### src/rtl/cim_edram_refresh_sched.sv
// eDRAM bank access router with a credit-based, round-robin per-bank refresh scheduler.
// Build option: CIM_EDRAM_REFRESH_URGENT_EN forces refresh to start once the pending counter is full.
module cim_edram_refresh_sched #(
    parameter int REFRESH_INTERVAL = 1024,
    parameter int REFRESH_CYCLES   = 8,
    parameter int PEND_MAX         = 4
) (
    input  logic        clk_i,
    input  logic        rst_ni,
    input  logic        req_valid_i,
    output logic        req_ready_o,
    input  logic [63:0] req_addr_i,
    input  logic        req_we_i,
    output logic [15:0] bank_req_o,
    output logic [22:0] bank_addr_o,
    output logic        bank_we_o,
    output logic        err_o,
    output logic [15:0] refresh_o,
    output logic [3:0]  refresh_bank_o,
    output logic        refresh_busy_o,
    output logic        ovf_o,
    input  logic        ovf_clr_i
);
    localparam int IW  = $clog2(REFRESH_INTERVAL);
    localparam int RCW = (REFRESH_CYCLES > 1) ? $clog2(REFRESH_CYCLES) : 1;
    localparam int PW  = $clog2(PEND_MAX + 1);

    typedef enum logic {IDLE, REFRESH} state_e;

    state_e         state_q, state_d;
    logic [IW-1:0]  ivl_q, ivl_d;
    logic [PW-1:0]  pend_q, pend_d;
    logic [RCW-1:0] rcnt_q, rcnt_d;
    logic [3:0]     rbank_q, rbank_d;
    logic           ovf_q, ovf_d;
    logic [15:0]    bank_req_q;
    logic [22:0]    bank_addr_q;
    logic           bank_we_q, err_q;

    logic       in_win, hit_rbank, wrap, pend_full, defer, start, ready, accept;
    logic [3:0] req_bank;

    assign in_win    = (req_addr_i[63:27] == 37'hA);
    assign req_bank  = req_addr_i[26:23];
    assign hit_rbank = req_valid_i && in_win && (req_bank == rbank_q);
    assign wrap      = (ivl_q == IW'(REFRESH_INTERVAL - 1));
    assign pend_full = (pend_q == PW'(PEND_MAX));

`ifdef CIM_EDRAM_REFRESH_URGENT_EN
    // A full credit counter overrides access priority on the next-to-refresh bank.
    assign defer = hit_rbank && !pend_full;
`else
    assign defer = hit_rbank;
`endif

    assign start  = (state_q == IDLE) && (pend_q != '0) && !defer;
    // Stall covers both an ongoing refresh and one starting this very cycle.
    assign ready  = rst_ni && !(hit_rbank && ((state_q == REFRESH) || start));
    assign accept = req_valid_i && ready;

    always_comb begin
        state_d = state_q;
        rcnt_d  = rcnt_q;
        rbank_d = rbank_q;
        pend_d  = pend_q;
        ivl_d   = wrap ? '0 : ivl_q + 1'b1;
        ovf_d   = ovf_q && !ovf_clr_i;
        case (state_q)
            IDLE: begin
                if (start) begin
                    state_d = REFRESH;
                    rcnt_d  = '0;
                end
            end
            REFRESH: begin
                if (rcnt_q == RCW'(REFRESH_CYCLES - 1)) begin
                    state_d = IDLE;
                    rbank_d = rbank_q + 1'b1;
                end else begin
                    rcnt_d = rcnt_q + 1'b1;
                end
            end
            default: state_d = IDLE;
        endcase
        // A credit arriving while one is consumed nets out to no change.
        if (wrap && !start) begin
            if (pend_full) ovf_d = 1'b1;
            else           pend_d = pend_q + 1'b1;
        end else if (!wrap && start) begin
            pend_d = pend_q - 1'b1;
        end
    end

    always_ff @(posedge clk_i or negedge rst_ni) begin
        if (!rst_ni) begin
            state_q     <= IDLE;
            ivl_q       <= '0;
            pend_q      <= '0;
            rcnt_q      <= '0;
            rbank_q     <= '0;
            ovf_q       <= 1'b0;
            bank_req_q  <= '0;
            bank_addr_q <= '0;
            bank_we_q   <= 1'b0;
            err_q       <= 1'b0;
        end else begin
            state_q    <= state_d;
            ivl_q      <= ivl_d;
            pend_q     <= pend_d;
            rcnt_q     <= rcnt_d;
            rbank_q    <= rbank_d;
            ovf_q      <= ovf_d;
            bank_req_q <= (accept && in_win) ? (16'h1 << req_bank) : '0;
            bank_we_q  <= accept && in_win && req_we_i;
            err_q      <= accept && !in_win;
            if (accept && in_win) bank_addr_q <= req_addr_i[22:0];
        end
    end

    assign req_ready_o    = ready;
    assign bank_req_o     = bank_req_q;
    assign bank_addr_o    = bank_addr_q;
    assign bank_we_o      = bank_we_q;
    assign err_o          = err_q;
    assign refresh_busy_o = (state_q == REFRESH);
    assign refresh_o      = (state_q == REFRESH) ? (16'h1 << rbank_q) : '0;
    assign refresh_bank_o = rbank_q;
    assign ovf_o          = ovf_q;
endmodule

### config.mk
export PLATFORM = sky130hd
export DESIGN_NAME = cim_edram_refresh_sched
export DESIGN_NICKNAME = d
export VERILOG_FILES = /design/src/rtl/cim_edram_refresh_sched.sv
export SDC_FILE = /design/constraint.sdc
export NUM_CORES = 1
export LEC_CHECK = 0
export BUFFER_PORTS_ARGS = -buffer_cell sky130_fd_sc_hd__buf_2
export CAP_MARGIN = 25
export CORE_MARGIN = 3
export CORE_UTILIZATION = 43
export DETAILED_ROUTE_END_ITERATION = 8
export GPL_ROUTABILITY_DRIVEN = 0
export HOLD_SLACK_MARGIN = 0.03
export PLACE_DENSITY = 0.76
export SLEW_MARGIN = 30
export SYNTH_ARGS = -nofsm -noshare
export SYNTH_HDL_FRONTEND = slang
export SYNTH_SLANG_ARGS = --single-unit
### constraint.sdc
create_clock -name clk_i -period 2.3 [get_ports clk_i]
set_input_delay 0.345 -clock clk_i [delete_from_list [all_inputs] [get_ports clk_i]]
set_output_delay 0.345 -clock clk_i [all_outputs]
set_load 0.01 [all_outputs]
Word level (Yosys, flattened, before mapping)
Index checks and enable logic that the tools add are counted.

Output and inout bits: 64. Logic and storage cells: 65. Input port bits: 69. Bits in registers: 63.

Bitwise logic cells: 1. Add/subtract/negate cells: 5. Mux-type cells: 14. Equal/unequal tests: 8. Shift operators: 2. Reduce and logical (&&, ||, !) cells: 25.

Operator list (number): equality test 37 x 4 -> 1 bit (second input constant) (1); 2-to-1 mux 16 bit (2); left shift 1 x 4 -> 16 bit (first input constant) (2); 2-to-1 mux 3 bit (5); logical AND 1 bit (13); adder 10 x 1 -> 10 bit (second input constant) (1); equality test 10 bit (second input constant) (1); 2-to-1 mux 10 bit (1); adder 3 x 1 -> 3 bit (second input constant) (2); equality test 3 bit (second input constant) (2); zero test 1 bit (6); != test 2 bit (second input constant) (3); case mux 3 bit (2 select lines) (1); AND reduction 2 bit (3); adder 4 x 1 -> 4 bit (second input constant) (1); equality test 4 bit (1); 2-to-1 mux 1 bit (4); nonzero test 3 bit (1); subtractor 3 x 1 -> 3 bit (second input constant) (1); case mux 1 bit (2 select lines) (1); nonzero test 2 bit (1); logical OR 1 bit (1); NOT 1 bit (1).

Depth between registers and ports, before layout
Gate-level depths: netlist of the first run.

Word-level depth: 12. Mapped depth: 11. Mapped depth without buffers: 10.

Least setup slack after synthesis of the first run
No wires, ideal clock.

Path kind: in2reg. From: input port req_addr_i[31]. To: register pend_q[2]. Path buffers: 0. Data required time: 2.178 ns. Data arrival time: 2.123 ns. Library setup time: 0.122 ns. Stages on the path: 10. Path slack: 0.055 ns. Cells stage by stage: nor4_1 > nand4_1 > and4bb_4 > o21ai_1 > xnor2_1 > ha_1 > nand2_1 > nor2_1 > nand3_1 > a32o_1.

Longest elaborated chain between the ends: 9. Elaborated cells on any way between the ends: 12. Those cells by class: 2 x eq/ne; 1 x mux; 9 x reduce/logical.

RTL lines: start, declared (line 12) `input logic [63:0] req_addr_i,`; equality test 37 x 4 -> 1 bit * (line 43) `assign in_win = (req_addr_i[63:27] == 37'hA);`; logical AND 1 bit * (2 in a row) (line 45) `assign hit_rbank = req_valid_i && in_win && (req_bank == rbank_q);`; zero test 1 bit * (line 56) `assign start = (state_q == IDLE) && (pend_q != '0) && !defer;`; logical AND 1 bit * (line 56); zero test 1 bit (line 86) `if (wrap && !start) begin`; logical AND 1 bit (line 86); != test 2 bit (no source line) or nonzero test 2 bit (tied branches); AND reduction 2 bit (no source line); end signal, assigned (line 109) `pend_q <= pend_d;`; end, declared (line 32) `logic [PW-1:0] pend_q, pend_d;`.

Every way passes the cells marked *; elsewhere a longest branch is shown, timed or not. A chain may end at the register's enable or synchronous reset.

Worst setup path in the final report of the first run
From: register rbank_q[2], in the netlist refresh_bank_o[2]. To: register pend_q[2].

Longest elaborated chain between the ends: 8. Elaborated cells on any way between the ends: 11. Those cells by class: 2 x eq/ne; 1 x mux; 8 x reduce/logical.

RTL lines: start, declared (line 34) `logic [3:0] rbank_q, rbank_d;`; start signal, assigned (line 111) `rbank_q <= rbank_d;`; equality test 4 bit * (line 45); logical AND 1 bit * (line 45); zero test 1 bit * (line 56); logical AND 1 bit * (line 56); zero test 1 bit (line 86); logical AND 1 bit (line 86); != test 2 bit (no source line) or nonzero test 2 bit (tied branches); AND reduction 2 bit (no source line).

Marks and branches as above.

==> results of run 1 <==
placed cells by master, fill, tap and decap left out, types with 3 or more instances in the layout:
cell      instances
dfrtp_1          63
buf_2           132
nor4b_2           5
xnor2_1           6
inv_1            11
xor2_1            8
nor2_1           25
clkinv_2          3
ha_1              9
nor3_1           11
a21oi_1           3
mux2i_1           3
nor4_1            7
nand3_1           4
and2_1            3
clkbuf_8          9
nand4_1           5
nand2_1          21
mux2_4           23
and3_1            4
nor4_2            9
o22ai_1           5
buf_4            21
nand2b_1          4
critical path, cell delays in order (launching register included):
cell,delay (ns)
dfrtp_1,0.39
xor2_1,0.16
nor3_2,0.28
and4bb_4,0.29
o21ai_2,0.07
xnor2_1,0.18
ha_2,0.24
nand2_2,0.07
nor2_1,0.11
nand3_1,0.09
a32o_1,0.25
synthesized netlist by cell type (6+ instances only):
cell / number / area (µm²)
nor3_1: 11 / 55.1
nor4_2: 9 / 113
nor2_1: 25 / 93.8
nand2_1: 22 / 82.6
dfrtp_1: 63 / 1580
xnor2_1: 6 / 52.6
xor2_1: 8 / 70.1
inv_1: 11 / 41.3
ha_1: 10 / 125
mux2_4: 23 / 345
nor4_1: 7 / 43.8
power groups by stage:
stage	Clock, µW	Sequential [µW]	Combinational, µW
after CTS	857	1110	135
after global placement	0	1130	131
after floorplan	0	1130	29.7
after detailed placement	0	1130	133
final	832	1110	132
after global routing	914	1110	148
flip-flops by register name, indices dropped and copies added, names as in the netlist:
| register | flops |
|---|---|
| refresh_busy_o | 1 |
| err_o | 1 |
| bank_req_o | 16 |
| ovf_o | 1 |
| bank_addr_o | 23 |
| rcnt_q | 3 |
| refresh_bank_o | 4 |
| bank_we_o | 1 |
| ivl_q | 10 |
| pend_q | 3 |
area by class of cell:
type                    count  area, µm²  area share, %
flip-flops and latches     63       1580           37.0
multi-input cells         182       1500           35.2
repair buffers            155        848           19.9
clock buffers               9        124           2.91
well taps                  96        120           2.82
clock inverters             7       48.8           1.15
inverters                  11       41.3          0.970
through the flow:
step | cells | utilization [%] | setup TNS [ns] | hold WS (ns) | power (µW)
final | 523 | 61.0 | 0 | 0.175 | 2070
after global routing | 523 | 61.0 | -0.0792 | 0.154 | 2170
after CTS | 522 | 60.8 | 0 | 0.158 | 2100
after detailed placement | 505 | 58.1 | -0.0542 | 0.192 | 1260
after global placement | 505 | 58.1 | 0 | 0.191 | 1260
after floorplan | 267 | - | 0 | 0.0494 | 1160
cells by family (layout without fill, tap and decap cells):
family	Yosys count	in the layout	share of synthesized area (%)
xor gates and xnor gates	14	14	3.85
buffers and inverters	22	182	3.62
and+or+nand+nor	111	111	22.8
adders and majority gates	10	10	3.93
DFF	63	63	49.5
muxes	27	27	12.2
AOI/OAI and AO/OA	20	20	4.13
worst max path at each step:
| stage | cells after the start | endpoint | slack, ns | start |
|---|---|---|---|---|
| after global routing | 10 | pend_q[2]$_DFFE_PN0P_ | -0.08 | refresh_bank_o[2]$_DFFE_PN0P_ |
| after global placement | 11 | pend_q[2]$_DFFE_PN0P_ | 0.02 | req_addr_i[29] |
| after CTS | 10 | pend_q[2]$_DFFE_PN0P_ | 0.07 | refresh_bank_o[0]$_DFFE_PN0P_ |
| final | 10 | pend_q[2]$_DFFE_PN0P_ | 0.06 | refresh_bank_o[2]$_DFFE_PN0P_ |
| after detailed placement | 11 | pend_q[2]$_DFFE_PN0P_ | -0.05 | req_addr_i[31] |
| after floorplan | 10 | pend_q[2]$_DFFE_PN0P_ | 0.06 | req_addr_i[31] |
routing by layer:
| metal | up-vias | share of wire (%) |
|---|---|---|
| li1 | 1263 | - |
| met1 | 1203 | 42 |
| met2 | 131 | 47 |
| met3 | 13 | 9.2 |
| met4 | 0 | 1.8 |
| met5 | - | 0 |
repair_timing:
action,4_1_cts,5_1_grt
buffers inserted,0,1
setup endpoints to repair,0,1
resized for setup,0,3
hold buffers,1,0
endpoints found under the hold margin,2,0
==> impl_metrics.json, run 1 <==
{
  "preCtsSetupSlack_ns": -0.0542,
  "top_level_ports": 133,
  "grt_max_degree": 62,
  "antenna_found_initial": 0,
  "grtUsageMet3_pct": 6.32,
  "async_reset_ff_share_pct": 100,
  "tritoncts": "yes",
  "io_buffer_count": 132,
  "vias": 2610,
  "rr_startpoint": "refresh_bank_o[2]$_DFFE_PN0P_",
  "status": "finished clean",
  "p_leak_uw": 0.00231,
  "core-area_mm2": 0.00698,
  "r2r_slack_ns": 0.06,
  "crit_fanout": 5,
  "p_clk_share_pct": 40.1,
  "dpl_cell_area_mm2": 0.00406,
  "dpl.hpwl_um": 5560,
  "maxCapViolations": 0,
  "powerDensity_mw_per_mm2": 487,
  "rr_worst_depth": 10,
  "synth_cell_types": 43,
  "drt-wirelength-per-cell_um": 14.0,
  "cp-start-kind": "flip-flop",
  "synth_nets": 346,
  "fp.dieW_um": 92.0,
  "end_kind": "flip-flop",
  "reg2reg_to": "pend_q[2]$_DFFE_PN0P_",
  "slew_headroom_pct": 51.5,
  "clock_skew_ns": 0.0111,
  "hold_viol": 0,
  "fill_cells": 580,
  "finalCritPeriodShare_pct": 97.6,
  "design_area_mm2": 0.00426,
  "grt.busiest_layer": "met2",
  "drt_wl_total_um": 7310,
  "viasPerCell": 4.99,
  "cts_root_buf": "clkbuf_8",
  "combinationalPowerShare_pct": 6.4,
  "fmax_ghz": 0.445,
  "fp.dieArea_mm2": 0.00847,
  "htree_levels": 3,
  "ys_ff_latch": 63,
  "clk_path_buf_depth": 2,
  "use_met1_pct": 22.7,
  "tightest_slew_ns": 0.727,
  "grt_usage_pct": 17.9,
  "worstPathArrival_ns": 2.47,
  "clk_latency_ns": 0.34,
  "synth-edff-count": 0,
  "swShare_pct": 24.7,
  "rows": 30,
  "fin_ws_ns": 0.0553,
  "ir_drop_mv": 0.247,
  "yosys_most_used_dff": "dfrtp_1",
  "cp.required_ns": 2.53,
  "ant_nets": 0,
  "hp-class": "input pin to flip-flop",
  "ys_seq_area_share_pct": 49.5,
  "grt_first_pass_wirelength_um": 12000,
  "hold_start": "ovf_clr_i",
  "syn_avg_cell_area_um2": 11.9,
  "worstSetupPathType": "flip-flop to flip-flop",
  "clk_pin_slew_ns": 0.07,
  "finalMaxSlewViolations": 0,
  "cts_num_sinks": 63,
  "antennaDiodeCount": 0,
  "pwr-share-seq_pct": 53.5,
  "drive_above_1_share_pct": 51.3,
  "start_util_pct": 45.6,
  "areaGrowthSynthToFinish_pct": 33.8,
  "syn_area_mm2": 0.00318,
  "drc": 0,
  "yosys_warnings": 0,
  "first_pass_iters": 4,
  "first_global_vias": 2582,
  "dieHeight_um": 92.0,
  "nets": 501,
  "power_switching_uw": 512,
  "rsz0062_at_grt": "true",
  "drtIter0Drc": 110,
  "numCtsBuffers": 9,
  "fin_crit_ns": 2.24,
  "synth_cells": 267,
  "hold_end": "ovf_o$_DFF_PN0_",
  "setup_viol": 0,
  "grtUsageMet2_pct": 28.8,
  "overflow": 0,
  "worstHoldPathCells": 2,
  "internal_power_uw": 1560
}
(Power assumes the default switching activity.)
==> run 2, diff against run 1 <==
CELL_PAD_IN_SITES_DETAIL_PLACEMENT = 1   (was unset)
CELL_PAD_IN_SITES_GLOBAL_PLACEMENT = 2   (was unset)
CORE_UTILIZATION = 26   (was 43)
PLACE_DENSITY = unset   (was 0.76)
PLACE_DENSITY_LB_ADDON = 0.1   (was unset)
==> impl_metrics.json, run 2 (synthesis gave the netlist of run 1 again) <==
{
  "fin_util_pct": 37.7,
  "reg2reg_to": "pend_q[2]$_DFFE_PN0P_",
  "rows": 39,
  "nets": 498,
  "fp.dieArea_mm2": 0.0136,
  "core-area_mm2": 0.0117,
  "preCtsSetupSlack_ns": -0.135,
  "pwr-share-seq_pct": 44.4,
  "drive_above_1_share_pct": 51.9,
  "mostFrequentLayoutCells": "buf_2, dfrtp_1, nor2_1, mux2_4, nand2_1",
  "first_global_vias": 2841,
  "finalCritPeriodShare_pct": 94.5,
  "drt-wirelength-per-cell_um": 15.2,
  "worstSetupPathType": "flip-flop to flip-flop",
  "timing.critical_path.buf_inv": 0,
  "clock_skew_ns": 0.00836,
  "rsz0062_at_grt": "true",
  "first_pass_iters": 3,
  "drt_wl_total_um": 8620,
  "rr_startpoint": "refresh_bank_o[2]$_DFFE_PN0P_",
  "final_common_cell": "buf_2",
  "cts_num_sinks": 63,
  "dpl_cell_area_mm2": 0.00411,
  "crit_chain": "xor2_2, nor3_4, and4bb_4, o21ai_2, xnor2_1, ha_2, and3_1, a21oi_1, a32o_1",
  "viasPerCell": 4.59,
  "fmax_ghz": 0.460,
  "clk_latency_ns": 0.32,
  "io_buffer_count": 132,
  "slowest_stage": "dfrtp_1",
  "post_cts.repair.setup_buffers": 0,
  "setup_tns_ns": 0,
  "ant_nets": 0,
  "largest_register_ffs": 23,
  "setup_viol": 0,
  "fin_ws_ns": 0.127,
  "top_level_ports": 133,
  "grt_max_degree": 41,
  "end_kind": "flip-flop",
  "ir_drop_mv": 0.309,
  "maxCapViolations": 0,
  "overflow": 0,
  "dpl.hpwl_um": 6460,
  "tightest_slew_ns": 0.474,
  "tritoncts": "yes",
  "drtIter0Drc": 101,
  "dieHeight_um": 117,
  "fin_crit_ns": 2.17,
  "drc": 0,
  "numCtsBuffers": 9,
  "p_leak_uw": 0.00234,
  "holdWs_ns": 0.184,
  "start_util_pct": 27.2,
  "slowest_delay_ns": 0.40,
  "powerDensity_mw_per_mm2": 565,
  "grt_usage_pct": 13.0,
  "rr_worst_depth": 9,
  "grt_first_pass_wirelength_um": 13800,
  "finalMaxSlewViolations": 0,
  "areaGrowthSynthToFinish_pct": 38.8,
  "slew_headroom_pct": 68.4,
  "worstPathArrival_ns": 2.38,
  "fp.dieW_um": 117,
  "cp.required_ns": 2.50,
  "p_clk_share_pct": 50.0,
  "power_switching_uw": 597,
  "antenna_found_initial": 0,
  "cts_root_buf": "clkbuf_16",
  "clk_path_buf_depth": 2,
  "combinationalPowerShare_pct": 5.5,
  "r2r_slack_ns": 0.13,
  "status": "finished clean",
  "path_delay_family": "simple AND/OR/NAND/NOR gates",
  "vias": 2602,
  "hold_viol": 0,
  "crit_fanout": 5,
  "clk_pin_slew_ns": 0.06,
  "internal_power_uw": 1900,
  "antennaDiodeCount": 0,
  "swShare_pct": 23.9,
  "hp-class": "input pin to async pin",
  "design_area_mm2": 0.00442,
  "htree_levels": 3,
  "cp-start-kind": "flip-flop"
}
run 2: cell count changes in the layout (fill, tap and decap cells not counted), moves of 2 or more:
cell,before,now
clkinvlp_4,1,4
clkbuf_8,9,0
buf_4,21,19
clkinv_4,2,0
clkbuf_16,0,9
run 2: layer usage:
metal  global-route usage (%)  share of wire, %  wire length [µm]  vias up
li1                         -                 -                 -     1245
met1                     17.5                47              4040     1247
met2                     20.3                45              3880      102
met3                     3.89               7.0               603        8
met4                     4.20               1.2               104        0
met5                        0                 0                 0        -
run 2: layout make-up:
| type | count | area [µm²] |
|---|---|---|
| clock buffer | 9 | 225 |
| clock inverter | 7 | 48.8 |
| fill | 1377 | 7290 |
| inverter | 11 | 41.3 |
| multi-input combinational | 182 | 1520 |
| sequential | 63 | 1580 |
| tap | 143 | 179 |
| timing repair buffer | 152 | 823 |
run 2: worst max path at each step:
stage	to	slack, ns	from	cells past startpoint
4_1_cts	pend_q[2]$_DFFE_PN0P_	0.03	refresh_bank_o[0]$_DFFE_PN0P_	10
3_5_place_dp	pend_q[2]$_DFFE_PN0P_	-0.13	req_addr_i[51]	11
3_3_place_gp	pend_q[2]$_DFFE_PN0P_	-0.06	req_addr_i[51]	11
2_1_floorplan	pend_q[2]$_DFFE_PN0P_	0.06	req_addr_i[31]	10
6_report	pend_q[2]$_DFFE_PN0P_	0.13	refresh_bank_o[2]$_DFFE_PN0P_	9
5_1_grt	pend_q[2]$_DFFE_PN0P_	-0.07	refresh_bank_o[2]$_DFFE_PN0P_	10
run 2: power groups by stage:
stage                     logic [µW]  clock network (µW)  registers [µW]
after floorplan                 29.7                   0            1130
after global placement           137                   0            1130
after detailed placement         139                   0            1130
after CTS                        140                1300            1110
after global routing             155                1360            1110
final                            138                1250            1110
run 2: timing repair:
action / 4_1_cts / 5_1_grt
resized for setup: 0 / 7
setup endpoints to repair: 0 / 1
hold buffers: 0 / 0
run 2: worst reg2reg max path, delay by kind of cell (launching register included):
kind,cells,cell delay [ns]
AO/OA/AOI/OAI,3,0.39
XOR/XNOR,2,0.35
adder cells (fa/ha/maj),1,0.24
flip-flops,1,0.40
AND/OR/NAND/NOR,3,0.69
run 2: per-stage QoR:
stage	total power, µW	instances
3_3_place_gp	1270	551
3_5_place_dp	1270	551
4_1_cts	2550	567
6_report	2500	567
5_1_grt	2620	567
2_1_floorplan	1160	267
==> run 3, diff against run 2 <==
MAX_ROUTING_LAYER = met4   (was unset)
==> impl_metrics.json, run 3 (synthesis gave the netlist of run 1 again) <==
{
  "antenna_found_initial": 0,
  "slew_headroom_pct": 68.4,
  "cts_resized": 0,
  "start_util_pct": 27.2,
  "core-area_mm2": 0.0117,
  "hold_viol": 0,
  "grt_max_degree": 41,
  "finalCritPeriodShare_pct": 94.6,
  "grt_first_pass_wirelength_um": 13800,
  "m1WireLength_um": 4140,
  "dieHeight_um": 117,
  "p_leak_uw": 0.00234,
  "overflow": 0,
  "drtIter0Drc": 82,
  "drc": 0,
  "status": "finished clean",
  "cts_num_sinks": 63,
  "end_kind": "flip-flop",
  "drt_wl_total_um": 8630,
  "ant_nets": 0,
  "fin_crit_ns": 2.18,
  "drive_above_1_share_pct": 51.9,
  "setup_viol": 0,
  "fmax_ghz": 0.460,
  "drt-wirelength-per-cell_um": 15.2,
  "vias": 2604,
  "rsz0062_at_grt": "true",
  "cp-start-kind": "flip-flop",
  "top_level_ports": 133,
  "hp-class": "input pin to async pin",
  "numCtsBuffers": 9,
  "powerDensity_mw_per_mm2": 565,
  "route.met2.wl_um": 3880,
  "fp.dieArea_mm2": 0.0136,
  "place_inst": 551,
  "crit_fanout": 5,
  "largest_register_ffs": 23,
  "clk_latency_ns": 0.33,
  "maxCapViolations": 0,
  "cts_root_buf": "clkbuf_16",
  "stdcell_count": 567,
  "ir_drop_mv": 0.311,
  "fp.dieW_um": 117,
  "clk_pin_slew_ns": 0.06,
  "cp.required_ns": 2.50,
  "mostFrequentLayoutCells": "buf_2, dfrtp_1, nor2_1, mux2_4, nand2_1",
  "first_pass_iters": 4,
  "areaGrowthSynthToFinish_pct": 38.8,
  "postCtsHoldBufs": 0,
  "post_cts.repair.setup_buffers": 0,
  "antennaDiodeCount": 0,
  "rows": 39,
  "tightest_slew_ns": 0.474,
  "nets": 498,
  "top_layer_used": "met4",
  "r2r_slack_ns": 0.12,
  "viasPerCell": 4.59,
  "met3_length_um": 511,
  "clk_path_buf_depth": 2,
  "finalMaxSlewViolations": 0,
  "dpl.hpwl_um": 6460,
  "htree_levels": 3,
  "io_buffer_count": 132,
  "worstPathArrival_ns": 2.38,
  "fin_util_pct": 37.7,
  "clock_skew_ns": 0.00908,
  "worstSetupPathType": "flip-flop to flip-flop",
  "first_global_vias": 2842,
  "tritoncts": "yes",
  "grt_usage_pct": 13.4,
  "fill_cells": 1377,
  "final_common_cell": "buf_2"
}
## run 3: worst max-delay path, stage by stage (launching register included)
cell and delay, ns:
dfrtp_1 0.40, xor2_2 0.17, nor3_4 0.25, and4bb_4 0.27
o21ai_2 0.07, xnor2_1 0.18, ha_2 0.24, and3_1 0.16
a21oi_1 0.07, a32o_1 0.25
## run 3: final cells by class
class / count / area, µm² / share of cell area (%)
flip-flops and latches: 63 / 1580 / 35.7
repair buffers: 152 / 823 / 18.6
clock inverters: 7 / 48.8 / 1.10
clock buffers: 9 / 225 / 5.10
inverters: 11 / 41.3 / 0.935
well taps: 143 / 179 / 4.05
multi-input cells: 182 / 1520 / 34.5
## run 3: path summary, 6_finish.rpt
check / start / to / cells after the start
max: refresh_bank_o[2]$_DFFE_PN0P_ / pend_q[2]$_DFFE_PN0P_ / 9
min: rst_ni / ivl_q[5]$_DFF_PN0_ / 2
max reg2reg: refresh_bank_o[2]$_DFFE_PN0P_ / pend_q[2]$_DFFE_PN0P_ / 9
min reg2reg: ivl_q[8]$_DFF_PN0_ / ivl_q[8]$_DFF_PN0_ / 1
max in group asynchronous: rst_ni / bank_addr_o[20]$_DFFE_PN0P_ / 2
min in group clk_i: ovf_clr_i / ovf_o$_DFF_PN0_ / 2
## run 3: power breakdown
part | total, µW | switching [µW] | internal (µW)
Combinational | 138 | 75.7 | 62.6
Clock | 1250 | 521 | 728
Sequential | 1110 | 0.187 | 1110
Total | 2500 | 597 | 1900
## run 3: per-layer routing
| metal | track usage [%] | vias to the layer above |
|---|---|---|
| met5 | - | - |
| met4 | 4.20 | 0 |
| met3 | 3.11 | 6 |
| met2 | 20.2 | 101 |
| met1 | 17.9 | 1252 |
| li1 | - | 1245 |
## run 3: stage by stage
stage / setup WS (ns) / TNS (ns) / total power [µW] / hold slack, ns / area [µm²]
detailed placement: -0.135 / -0.135 / 1270 / 0.474 / 4110
finish: 0.124 / 0 / 2500 / 0.184 / 4420
global route: -0.0651 / -0.0651 / 2620 / 0.205 / 4420
floorplan: 0.0550 / 0 / 1160 / 0.0494 / 3180
CTS: 0.0264 / 0 / 2550 / 0.206 / 4380
global placement: -0.0621 / -0.0621 / 1270 / 0.469 / 4110
